==> config.mk <==
export PLATFORM = sky130hd
export DESIGN_NAME = ultrasonic_scan3
export DESIGN_NICKNAME = d
export VERILOG_FILES = /design/src/rtl/ultrasonic_scan3_pkg.sv /design/src/rtl/ultrasonic_scan3_echo_meter.sv /design/src/rtl/ultrasonic_scan3.sv
export SDC_FILE = /design/constraint.sdc
export NUM_CORES = 1
export LEC_CHECK = 0
export CORE_ASPECT_RATIO = 2
export CORE_MARGIN = 4
export CORE_UTILIZATION = 58
export DETAILED_ROUTE_END_ITERATION = 8
export PLACE_DENSITY = 0.85
export SLEW_MARGIN = 20
export SYNTH_ARGS = -nofsm -noshare
export SYNTH_HDL_FRONTEND = slang
export SYNTH_SLANG_ARGS = --single-unit
==> constraint.sdc <==
create_clock -name clk -period 3.2 [get_ports clk]
set_input_delay 0.8 -clock clk [delete_from_list [all_inputs] [get_ports clk]]
set_output_delay 0.8 -clock clk [all_outputs]
set_load 0.01 [all_outputs]
==> src/rtl/ultrasonic_scan3_pkg.sv <==
// Shared types and constants for the three-sensor ultrasonic ranging stage.
package ultrasonic_scan3_pkg;

    localparam int unsigned DIST_W = 8;

    localparam logic [DIST_W-1:0] DIST_MAX   = 8'd255;  // nothing in range / saturated
    localparam logic [DIST_W-1:0] DIST_FAULT = 8'd0;    // stuck echo, treated as blocked

    typedef enum logic [1:0] {
        CH_M = 2'd0,
        CH_R = 2'd1,
        CH_L = 2'd2
    } ch_e;

    typedef enum logic [1:0] {
        S_TRIG      = 2'd0,
        S_WAIT_RISE = 2'd1,
        S_MEASURE   = 2'd2,
        S_GAP       = 2'd3
    } state_e;

    // Round-robin firing order M -> R -> L -> M
    function automatic ch_e next_ch(input ch_e ch);
        case (ch)
            CH_M:    return CH_R;
            CH_R:    return CH_L;
            default: return CH_M;
        endcase
    endfunction

endpackage

==> src/rtl/ultrasonic_scan3_echo_meter.sv <==
// Echo pulse meter: 2-FF synchronizer, edge detect, unit prescaler and a
// saturating distance counter. One instance is shared by all channels.
module ultrasonic_scan3_echo_meter
    import ultrasonic_scan3_pkg::*;
#(
    parameter int unsigned UNIT_CYCLES = 4375
) (
    input  logic              clk,
    input  logic              rst_n,
    input  logic              i_echo,
    input  logic              i_clear,
    input  logic              i_run,
    output logic              o_level,
    output logic              o_rise_c,
    output logic              o_fall_c,
    output logic [DIST_W-1:0] o_count_nxt_c
);

    localparam int unsigned   PW         = (UNIT_CYCLES > 1) ? $clog2(UNIT_CYCLES) : 1;
    localparam logic [PW-1:0] PRESC_LAST = PW'(UNIT_CYCLES - 1);

    logic              r_sync1;
    logic              r_sync2;
    logic              r_edge;
    logic [PW-1:0]     r_presc;
    logic [DIST_W-1:0] r_count;
    logic              w_wrap;

    // Synchronize the selected echo and keep one extra stage for edge detection
    always_ff @(posedge clk or negedge rst_n) begin
        if (!rst_n) begin
            r_sync1 <= 1'b0;
            r_sync2 <= 1'b0;
            r_edge  <= 1'b0;
        end else begin
            r_sync1 <= i_echo;
            r_sync2 <= r_sync1;
            r_edge  <= r_sync2;
        end
    end

    assign o_level  = r_sync2;
    assign o_rise_c = r_sync2 & ~r_edge;
    assign o_fall_c = ~r_sync2 & r_edge;
    assign w_wrap   = i_run && (r_presc == PRESC_LAST);

    // Count value including this cycle's unit wrap, so a write on the
    // terminating cycle sees every completed unit
    always_comb begin
        o_count_nxt_c = r_count;
        if (w_wrap && (r_count != DIST_MAX)) begin
            o_count_nxt_c = r_count + DIST_W'(1);
        end
    end

    // Prescaler divides clk into distance units; counter saturates at 255
    always_ff @(posedge clk or negedge rst_n) begin
        if (!rst_n) begin
            r_presc <= '0;
            r_count <= '0;
        end else if (i_clear) begin
            r_presc <= '0;
            r_count <= '0;
        end else if (i_run) begin
            r_presc <= w_wrap ? '0 : r_presc + PW'(1);
            r_count <= o_count_nxt_c;
        end
    end

endmodule

==> src/rtl/ultrasonic_scan3.sv <==
// Three-sensor ultrasonic ranging stage: fires middle/right/left sensors in
// turn, measures each echo width in 1.5 cm units and holds the results.
module ultrasonic_scan3
    import ultrasonic_scan3_pkg::*;
#(
    parameter int unsigned UNIT_CYCLES = 4375,
    parameter int unsigned TRIG_CYCLES = 500,
    parameter int unsigned TIMEOUT_CYC = 1500000,
    parameter int unsigned GAP_CYCLES  = 2500000
) (
    input  logic              clk,
    input  logic              rst_n,
    input  logic              echo_m,
    input  logic              echo_r,
    input  logic              echo_l,
    output logic              trig_m,
    output logic              trig_r,
    output logic              trig_l,
    output logic [DIST_W-1:0] dist_m,
    output logic [DIST_W-1:0] dist_r,
    output logic [DIST_W-1:0] dist_l,
    output logic              dist_upd,
    output logic [1:0]        upd_ch
);

    // One shared timer covers trigger width, echo timeout and inter-shot gap
    localparam int unsigned T_A    = (TRIG_CYCLES > GAP_CYCLES) ? TRIG_CYCLES : GAP_CYCLES;
    localparam int unsigned T_MAX  = ((T_A > TIMEOUT_CYC) ? T_A : TIMEOUT_CYC) + 1;
    localparam int unsigned TW     = $clog2(T_MAX + 1);
    localparam logic [TW-1:0] T_TRIG = TW'(TRIG_CYCLES);
    localparam logic [TW-1:0] T_TOUT = TW'(TIMEOUT_CYC - 1);
    localparam logic [TW-1:0] T_GAP  = TW'(GAP_CYCLES - 1);

    state_e            r_state;
    ch_e               r_ch;
    logic [TW-1:0]     r_timer;
    logic              r_trig_m;
    logic              r_trig_r;
    logic              r_trig_l;
    logic [DIST_W-1:0] r_dist_m;
    logic [DIST_W-1:0] r_dist_r;
    logic [DIST_W-1:0] r_dist_l;
    logic              r_upd;
    logic [1:0]        r_upd_ch;

    logic              w_echo_sel;
    logic              w_level;
    logic              w_rise;
    logic              w_fall;
    logic [DIST_W-1:0] w_count_nxt;
    logic              w_clear;
    logic              w_run;
    logic              w_timeout;
    logic              w_wr_en;
    logic [DIST_W-1:0] w_wr_val;

    // Only the active channel's echo reaches the meter
    always_comb begin
        w_echo_sel = echo_m;
        case (r_ch)
            CH_R:    w_echo_sel = echo_r;
            CH_L:    w_echo_sel = echo_l;
            default: w_echo_sel = echo_m;
        endcase
    end

    assign w_clear   = (r_state == S_WAIT_RISE) && w_rise;
    assign w_run     = (r_state == S_MEASURE);
    assign w_timeout = (r_timer >= T_TOUT);

    ultrasonic_scan3_echo_meter #(
        .UNIT_CYCLES (UNIT_CYCLES)
    ) u_meter (
        .clk           (clk),
        .rst_n         (rst_n),
        .i_echo        (w_echo_sel),
        .i_clear       (w_clear),
        .i_run         (w_run),
        .o_level       (w_level),
        .o_rise_c      (w_rise),
        .o_fall_c      (w_fall),
        .o_count_nxt_c (w_count_nxt)
    );

    // Decide whether this cycle terminates a measurement and what to store;
    // a falling edge takes priority over a coincident timeout
    always_comb begin
        w_wr_en  = 1'b0;
        w_wr_val = DIST_MAX;
        case (r_state)
            S_WAIT_RISE: begin
                if (!w_rise && w_timeout) begin
                    w_wr_en  = 1'b1;
                    w_wr_val = w_level ? DIST_FAULT : DIST_MAX;
                end
            end
            S_MEASURE: begin
                if (w_fall || w_timeout) begin
                    w_wr_en  = 1'b1;
                    w_wr_val = w_count_nxt;
                end
            end
            default: ;
        endcase
    end

    // Sequencer: trigger, wait for echo, measure, idle gap, next channel
    always_ff @(posedge clk or negedge rst_n) begin
        if (!rst_n) begin
            r_state  <= S_TRIG;
            r_ch     <= CH_M;
            r_timer  <= '0;
            r_trig_m <= 1'b0;
            r_trig_r <= 1'b0;
            r_trig_l <= 1'b0;
        end else begin
            r_trig_m <= 1'b0;
            r_trig_r <= 1'b0;
            r_trig_l <= 1'b0;
            case (r_state)
                S_TRIG: begin
                    if (r_timer == T_TRIG) begin
                        r_state <= S_WAIT_RISE;
                        r_timer <= '0;
                    end else begin
                        r_trig_m <= (r_ch == CH_M);
                        r_trig_r <= (r_ch == CH_R);
                        r_trig_l <= (r_ch == CH_L);
                        r_timer  <= r_timer + TW'(1);
                    end
                end
                S_WAIT_RISE: begin
                    if (w_rise) begin
                        r_state <= S_MEASURE;
                        r_timer <= r_timer + TW'(1);
                    end else if (w_wr_en) begin
                        r_state <= S_GAP;
                        r_timer <= '0;
                    end else begin
                        r_timer <= r_timer + TW'(1);
                    end
                end
                S_MEASURE: begin
                    if (w_wr_en) begin
                        r_state <= S_GAP;
                        r_timer <= '0;
                    end else begin
                        r_timer <= r_timer + TW'(1);
                    end
                end
                S_GAP: begin
                    if (r_timer == T_GAP) begin
                        r_state <= S_TRIG;
                        r_ch    <= next_ch(r_ch);
                        r_timer <= '0;
                    end else begin
                        r_timer <= r_timer + TW'(1);
                    end
                end
                default: begin
                    r_state <= S_TRIG;
                    r_timer <= '0;
                end
            endcase
        end
    end

    // Held distance registers and the one-cycle update strobe
    always_ff @(posedge clk or negedge rst_n) begin
        if (!rst_n) begin
            r_dist_m <= '0;
            r_dist_r <= '0;
            r_dist_l <= '0;
            r_upd    <= 1'b0;
            r_upd_ch <= 2'd0;
        end else begin
            r_upd <= w_wr_en;
            if (w_wr_en) begin
                r_upd_ch <= r_ch;
                case (r_ch)
                    CH_R:    r_dist_r <= w_wr_val;
                    CH_L:    r_dist_l <= w_wr_val;
                    default: r_dist_m <= w_wr_val;
                endcase
            end
        end
    end

    assign trig_m   = r_trig_m;
    assign trig_r   = r_trig_r;
    assign trig_l   = r_trig_l;
    assign dist_m   = r_dist_m;
    assign dist_r   = r_dist_r;
    assign dist_l   = r_dist_l;
    assign dist_upd = r_upd;
    assign upd_ch   = r_upd_ch;

endmodule

Word level (Yosys, flattened, before mapping). Index checks and enable logic that the tools add are counted.

Flip-flop bits (word level): 80. Input bits: 5. Word-level logic and storage cells: 82.

$add $sub $neg: 3. Magnitude comparators: 1. Equal/unequal tests: 11. Mux-type cells: 31. Bitwise operators: 5. Reduce and logical (&&, ||, !) cells: 15.

Operators with widths (count): 22-bit 2-to-1 mux (4); 22-bit one-hot mux with 4 select lines (1); 8-bit 2-to-1 mux (6); 13-bit 2-to-1 mux (3); 22-bit by 1-bit adder with 22-bit output (second input constant) (1); 22-bit == test (second input constant) (1); 22-bit by 9-bit == test with 1-bit output (second input constant) (1); 22-bit by 21-bit greater-or-equal comparator with 1-bit output (second input constant) (1); 8-bit one-hot mux with 2 select lines (1); 13-bit by 1-bit adder with 13-bit output (second input constant) (1); 13-bit == test (second input constant) (1); 2-bit AND reduction (5); 8-bit by 1-bit adder with 8-bit output (second input constant) (1); 1-bit 2-to-1 mux (8); 2-bit 2-to-1 mux (4); 8-bit inequality test (second input constant) (1); 2-bit one-hot mux with 4 select lines (1); 2-bit == test (second input constant) (3); 2-bit by 1-bit == test with 1-bit output (second input constant) (2); 1-bit logical AND (4); 2-bit zero test (2); 2-bit inequality test (second input constant) (2); 1-bit one-hot mux with 2 select lines (2); 2-bit one-hot mux with 2 select lines (1); other kinds (6) (9).

Depth between registers and ports, before layout. Gate-level depths: netlist of run 1.

Word-level depth: 9. Gate-level depth with buffers: 9. Mapped depth without buffers: 8.

By module. A second synthesis of run 1 with hierarchy kept.

Cells, all modules: 430. Area total of the unflattened synthesis: 4239.1 µm².

Modules (own cells, without submodules): ultrasonic_scan3 (times used 1, cells each 294, area each 2942.8 µm²); ultrasonic_scan3_echo_meter (times used 1, cells each 136, area each 1296.2 µm²).

Worst setup path before layout of run 1. OpenSTA, ideal clock, no wires.

Path kind: register -> register. From: register r_state[0]. To: register r_dist_m[7], in the netlist dist_m[7]. Setup time: 0.125 ns. Arrival time: 2.411 ns. Required time: 3.075 ns. Path slack: 0.664 ns. Stages on the path, launching flop included: 9. Path buffers: 0. Cell sequence: dfrtp_1 -> inv_1 -> ha_1 -> and4bb_2 -> nand4_2 -> or4_1 -> xnor2_1 -> a211o_1 -> mux2_2.

Word-level cells in the longest chain between the ends: 6.

RTL lines: start: declaration (line ultrasonic_scan3.sv:34) `state_e r_state;`; start signal: assignment (line ultrasonic_scan3.sv:110) `r_state <= S_TRIG;`; start signal: assignment (line ultrasonic_scan3.sv:123) `r_state <= S_WAIT_RISE;`; start signal: assignment (line ultrasonic_scan3.sv:134) `r_state <= S_MEASURE;`; 2-bit == test (line ultrasonic_scan3.sv:68, ultrasonic_scan3.sv:90); 1-bit logical AND (line ultrasonic_scan3_echo_meter.sv:45) `assign w_wrap = i_run && (r_presc == PRESC_LAST);`; 1-bit logical AND (line ultrasonic_scan3_echo_meter.sv:51) `if (w_wrap && (r_count != DIST_MAX)) begin`; 8-bit 2-to-1 mux (line ultrasonic_scan3_echo_meter.sv:51); 8-bit 2-to-1 mux (line ultrasonic_scan3.sv:98) `if (w_fall || w_timeout) begin`; 8-bit one-hot mux with 2 select lines (line ultrasonic_scan3.sv:90) `case (r_state)`; end signal: assignment (line ultrasonic_scan3.sv:183) `default: r_dist_m <= w_wr_val;`; end: declaration (line ultrasonic_scan3.sv:40) `logic [DIST_W-1:0] r_dist_m;`.

Parallel ways exist; a longest one is shown, timed or not. A chain may end at the register's enable or synchronous reset.

Worst setup path in the final report of run 1.
From: register r_state[0]. To: register r_dist_r[7], in the netlist dist_r[7].

Word-level cells in the longest chain between the ends: 6.

RTL lines: 2-bit == test (line ultrasonic_scan3.sv:68, ultrasonic_scan3.sv:90); 1-bit logical AND (line ultrasonic_scan3_echo_meter.sv:45); 1-bit logical AND (line ultrasonic_scan3_echo_meter.sv:51); 8-bit 2-to-1 mux (line ultrasonic_scan3_echo_meter.sv:51); 8-bit 2-to-1 mux (line ultrasonic_scan3.sv:98); 8-bit one-hot mux with 2 select lines (line ultrasonic_scan3.sv:90); end signal: assignment (line ultrasonic_scan3.sv:181) `CH_R: r_dist_r <= w_wr_val;`; end: declaration (line ultrasonic_scan3.sv:41) `logic [DIST_W-1:0] r_dist_r;`.

Parallel ways exist; a longest one is shown, timed or not.

==> results.json, run 1 <==
{
  "run_status": "finished clean",
  "cp_slowest_cell": "or4_1",
  "rsz0062_at_grt": "no",
  "design_area_um2": 4770,
  "clk_path_buf_depth": 2,
  "htreeDepth": 3,
  "slew_headroom_pct": 34.2,
  "ios": 35,
  "nFillCells": 522,
  "path_cells": "inv_1 -> ha_1 -> and4bb_2 -> nand4_2 -> or4_1 -> xnor2_1 -> a211o_1 -> mux2_2",
  "slew_viol_final": 0,
  "synth_top_area_share_pct": 49.7,
  "grt_usage_pct": 24.9,
  "grt-busiest-layer": "met2",
  "wl_per_cell_um": 17.3,
  "initial_core_util_pct": 60.4,
  "vias": 3170,
  "yosys.area.top_type": "dfrtp_1",
  "globalplace.congestion": 0.940,
  "drt_first_pass_iters": 4,
  "cp-end-kind": "flip-flop",
  "syn_to_final_growth_pct": 18.4,
  "synthArstFlopShare_pct": 100,
  "grt_pass1_wl_um": 15800,
  "holdCritStartpoint": "u_meter.r_sync1",
  "synth_nets": 425,
  "clk_latency_ns": 0.34,
  "ys_warn_count": 0,
  "syn_area_per_cell_um2": 9.95,
  "drt_iter0_drc": 219,
  "power.density_nw_per_um2": 446,
  "clkTransAtPathRegs_ns": 0.06,
  "hold_violations": 0,
  "cts_tree": "built",
  "postCtsSetupBuffers": 0,
  "die_w_um": 66.9,
  "chipHeight_um": 126,
  "cp_data_required_time_ns": 3.43,
  "synthCells": 405,
  "crit_path_max_fanout": 9,
  "use_met1_pct": 26.5,
  "seq_area_frac_synth_pct": 49.7,
  "hold_buffers": 0,
  "skew_ns": 0.00782,
  "max-cap-violations": 0,
  "worstSetupPathType": "flip-flop to flip-flop",
  "worstHoldPathType": "flip-flop to flip-flop",
  "synth_cell_types": 47,
  "grt_max_degree": 81,
  "dpl_cell_area_um2": 4460,
  "grt_remaining_overflow": 0,
  "globalRouteMet2Util_pct": 42.9,
  "synth.top_cells.by_count": "dfrtp_1 (80), nor2_1 (50), nand2_1 (45)",
  "synthFlopType": "dfrtp_1",
  "cts_buffers": 9,
  "p_leak_nw": 2.15,
  "final_nets": 463,
  "synth-seq-cells": 80,
  "synth_edf_count": 0,
  "core-area_um2": 6670,
  "layout-drive-gt1-share_pct": 10.3,
  "finalSetupViolations": 0,
  "antenna_cells": 0,
  "period_needed_ns": 2.64,
  "tns_ns": 0,
  "row_count": 42,
  "antenna_found_initial": 0,
  "worstPathArrival_ns": 2.87,
  "via_per_inst": 5.91,
  "grt_use_met3_pct": 6.68,
  "ant_nets": 0,
  "period_share_pct": 82.6,
  "ir_drop_uv": 361,
  "grt_pass1_vias": 3371,
  "place_hpwl_um": 6420,
  "yosys-top-cells-area": "dfrtp_1 (50%), ha_1 (4.7%), nor2_1 (4.7%)",
  "cts_resized": 0,
  "crit_path_start_kind": "flip-flop",
  "worst_pin_slew_ns": 0.986,
  "portBuffers": 34,
  "die-area_um2": 8430,
  "drcViolationCount": 0,
  "yosysMostFrequentCell": "dfrtp_1",
  "crit_start": "r_state[0]",
  "r2r_start": "r_state[0]",
  "numClockSinks": 80,
  "critPathMaxStageDelay_ns": 0.60,
  "routed_wirelength_um": 9280,
  "syn_area_um2": 4030,
  "fmax_mhz": 378,
  "root_buffer": "clkbuf_16"
}
==> where the power goes <==
part / switching, mW / leakage, nW / total, mW / internal, mW
clock: 0.402 / 0.150 / 1.09 / 0.683
sequential: 0.00235 / 1.09 / 1.02 / 1.01
combinational: 0.0202 / 0.911 / 0.0254 / 0.00522
total: 0.424 / 2.15 / 2.13 / 1.70
==> sequential cells by signal (all words and copies together), names as in the netlist <==
| register | cells |
|---|---|
| trig_l | 1 |
| u_meter.o_level | 1 |
| r_state | 2 |
| u_meter.r_sync1 | 1 |
| r_ch | 2 |
| r_timer | 22 |
| trig_m | 1 |
| dist_m | 8 |
| dist_l | 8 |
| u_meter.r_count | 8 |
| dist_upd | 1 |
| dist_r | 8 |
| u_meter.r_edge | 1 |
| u_meter.r_presc | 13 |
| trig_r | 1 |
| upd_ch | 2 |
==> cell usage in the layout, fill, tap and decap left out, drive strengths merged, types with 3 or more instances in the layout <==
cell,instances
nor2b,5
and3,5
nor3b,3
xor2,18
clkdlybuf4s50,33
clkbuf,11
nand4,10
nor4,4
nand3,23
o31ai,3
xnor2,15
inv,14
nand2,45
ha,15
a21oi,13
or2,3
a211oi,4
and2,8
buf,6
a211o,3
nor3,13
dfrtp,80
mux2,15
o21ai,19
nor2,50
nor4bb,3
==> logic make-up after synthesis <==
group	count (synthesis)	synth area share (%)
flip-flops	80	49.7
AND/OR/NAND/NOR	180	22.3
buffers and inverters	26	2.70
adder cells (fa/ha/maj)	15	4.66
XOR/XNOR	33	7.17
AO/OA/AOI/OAI	56	9.31
multiplexers	15	4.19
==> critical path, delay by kind of cell, from the launching register on <==
kind                     cells  cell delay (ns)
AO/OA/AOI/OAI                1             0.32
XOR/XNOR                     1             0.16
adder cells (fa/ha/maj)      1             0.19
buffers and inverters        1             0.15
flip-flops                   1             0.40
multiplexers                 1             0.27
AND/OR/NAND/NOR              3             1.06
==> final cells by class <==
cell class	instances	area, um2	share of cell area (%)
multi-input cells	299	1920	40.2
repair buffers	39	375	7.86
well taps	88	110	2.31
flip-flops and latches	80	2000	41.9
inverters	14	52.6	1.10
clock inverters	5	81.3	1.70
clock buffers	11	233	4.88
==> layer usage <==
layer	part of all wire [%]	up-vias	wire, um
met2	57	69	5270
met5	0	-	0
met3	3.4	26	315
met4	4.1	0	379
li1	-	1475	-
met1	36	1600	3320
==> path summary, 6_finish.rpt <==
path                                    to  slack (ns)  depth (start not counted)
setup / recovery                 dist_r[7]        0.56                          8
setup reg to reg                 dist_r[7]        0.56                          8
hold / removal             u_meter.o_level        0.36                          0
max in group asynchronous       r_timer[6]        1.94                          1
min in group asynchronous       r_timer[2]        0.61                          1
hold reg to reg            u_meter.o_level        0.36                          0
==> stage by stage <==
| stage | setup WS (ns) | utilization (%) | power, mW | instances | hold WS, ns |
|---|---|---|---|---|---|
| finish | 0.556 | 71.5 | 2.13 | 536 | 0.363 |
| detailed placement | 0.595 | 66.8 | 1.06 | 520 | 0.354 |
| global route | 0.421 | 71.5 | 2.20 | 536 | 0.374 |
| floorplan | 0.664 | - | 1.04 | 405 | 0.331 |
| global placement | 0.662 | 66.8 | 1.06 | 520 | 0.341 |
| CTS | 0.540 | 71.5 | 2.14 | 536 | 0.362 |
Note: power is estimated with default switching activity, not from simulation.
==> inputs of run 2 (changes only) <==
CORE_UTILIZATION = 52   (was 58)
PLACE_DENSITY = 0.81   (was 0.85)
clock period = 2.4 ns   (was 3.2 ns; I/O delays follow)
==> run 2 against run 1 <==
Net effect: the run now ends with negative setup slack left; maximum frequency grew 10%; critical path type unchanged; largest power group unchanged; worst setup slack lost 0.56 ns; register-to-register slack worse by 0.56 ns.
==> results.json, run 2 (synthesis results as in run 1) <==
{
  "grt_pass1_vias": 3437,
  "routed_wirelength_um": 10200,
  "portBuffers": 34,
  "syn_to_final_growth_pct": 27.6,
  "failed_checks": "negative setup slack",
  "ios": 35,
  "crit_path_max_fanout": 5,
  "period_needed_ns": 2.40,
  "largest_reg_flops": 22,
  "antenna_found_initial": 0,
  "skew_ns": 0.00602,
  "fmax_mhz": 417,
  "cts_tree": "built",
  "worstSetupPathType": "flip-flop to flip-flop",
  "finalSetupViolations": 1,
  "crit_start": "r_timer[1]",
  "cts_buffers": 9,
  "final_nets": 492,
  "cp_data_required_time_ns": 2.62,
  "max-cap-violations": 0,
  "globalplace.congestion": 0.913,
  "ant_nets": 0,
  "drcViolationCount": 0,
  "worstHoldPathType": "input port to async pin",
  "slew_viol_final": 0,
  "chipHeight_um": 133,
  "p_leak_nw": 2.33,
  "die_w_um": 70.3,
  "grt_usage_pct": 22.4,
  "ir_drop_uv": 672,
  "initial_core_util_pct": 53.0,
  "largest_register": "r_timer",
  "worstReg2RegEnd": "dist_r[2]",
  "r2r_slack_ns": -0.0007,
  "worst_pin_slew_ns": 0.598,
  "antenna_cells": 0,
  "numClockSinks": 80,
  "hold_violations": 0,
  "final_cell_mix": "dfrtp_1 (79), nor2_1 (50), nand2_1 (45)",
  "drt_first_pass_iters": 4,
  "cp-end-kind": "flip-flop",
  "layout-drive-gt1-share_pct": 19.3,
  "crit_end": "dist_r[2]",
  "clk_path_buf_depth": 2,
  "tns_ns": -0.000676,
  "slew_headroom_pct": 60.1,
  "clk_latency_ns": 0.34,
  "power.density_nw_per_um2": 548,
  "htreeDepth": 3,
  "period_share_pct": 100,
  "vias": 3329,
  "multi_input_comb_area_um2": 2030,
  "place_hpwl_um": 7190,
  "via_per_inst": 5.83,
  "die-area_um2": 9310,
  "grt_max_degree": 43,
  "finalPower_mw": 2.82,
  "root_buffer": "clkbuf_16",
  "drt_iter0_drc": 211,
  "hold_buffers": 0,
  "fin_hold_ws_ns": 0.255,
  "nFillCells": 577,
  "final_common_cell": "dfrtp_1",
  "crit_path_start_kind": "flip-flop",
  "grt_pass1_wl_um": 16300,
  "core-area_um2": 7600,
  "run_status": "complete, but fails checks",
  "worstRegToRegCells": 9,
  "r2r_start": "r_timer[1]",
  "grt_remaining_overflow": 0,
  "worst_slack_ns": -0.000676,
  "ff_latch_area_um2": 2000,
  "dpl_cell_area_um2": 4670,
  "reg_top3": "r_timer (22), u_meter.r_presc (13)",
  "wl_per_cell_um": 17.8,
  "worstPathArrival_ns": 2.62,
  "clkTransAtPathRegs_ns": 0.06,
  "row_count": 45,
  "rsz0062_at_grt": "yes",
  "design_area_um2": 5140
}
==> run 2: stage by stage <==
| stage | cells | worst slack [ns] | util (%) |
|---|---|---|---|
| 2_1_floorplan | 405 | 0.0946 | - |
| 3_3_place_gp | 548 | -0.0116 | 61.4 |
| 6_report | 571 | -0.000676 | 67.7 |
| 5_1_grt | 571 | -0.132 | 67.7 |
| 3_5_place_dp | 548 | -0.0461 | 61.4 |
| 4_1_cts | 565 | 0.00234 | 65.8 |
==> run 2: worst min-delay path by stage <==
| stage | slack [ns] | cells after the start | end |
|---|---|---|---|
| 2_1_floorplan | 0.30 | 0 | dist_l[0] |
| 3_3_place_gp | 0.40 | 0 | u_meter.o_level |
| 3_5_place_dp | 0.41 | 0 | u_meter.o_level |
| 4_1_cts | 0.26 | 1 | r_timer[5] |
| 5_1_grt | 0.30 | 1 | trig_l |
| 6_report | 0.26 | 1 | trig_l |
==> run 2: layer usage <==
metal	wire length (um)	vias to the layer above	GRT usage [%]
met5	0	-	0
met4	481	0	14.1
met3	300	41	4.33
met2	5870	93	40.4
met1	3540	1658	23.1
li1	-	1537	-
==> run 2: where the power goes <==
group | leakage, nW | internal (mW) | switching [mW]
sequential | 1.09 | 1.35 | 0.00290
combinational | 1.08 | 0.0104 | 0.0289
clock | 0.155 | 0.890 | 0.534
total | 2.33 | 2.25 | 0.565
==> run 2: what timing repair did <==
item                       4_1_cts  5_1_grt
hold endpoints to repair         0        0
pin swaps                        1        3
buffers inserted                 1        6
setup endpoints to repair       10       48
gates resized for setup          2       22
==> run 2: cell type report <==
type                    count  share of cell area, %
flip-flops and latches     80                   38.9
multi-input cells         299                   39.5
well taps                  94                   2.29
repair buffers             68                   12.1
clock inverters             4                  0.997
inverters                  14                   1.02
clock buffers              12                   5.18
==> run 2: worst max-delay path, cell delays in order, from the launching register on <==
cell and delay (ns):
dfrtp_1 0.43, ha_4 0.20, nand3_4 0.09, a2111o_1 0.18, buf_4 0.14, a21oi_1 0.06
nor4bb_2 0.51, buf_4 0.27, nor3_2 0.08, o21ai_0 0.32
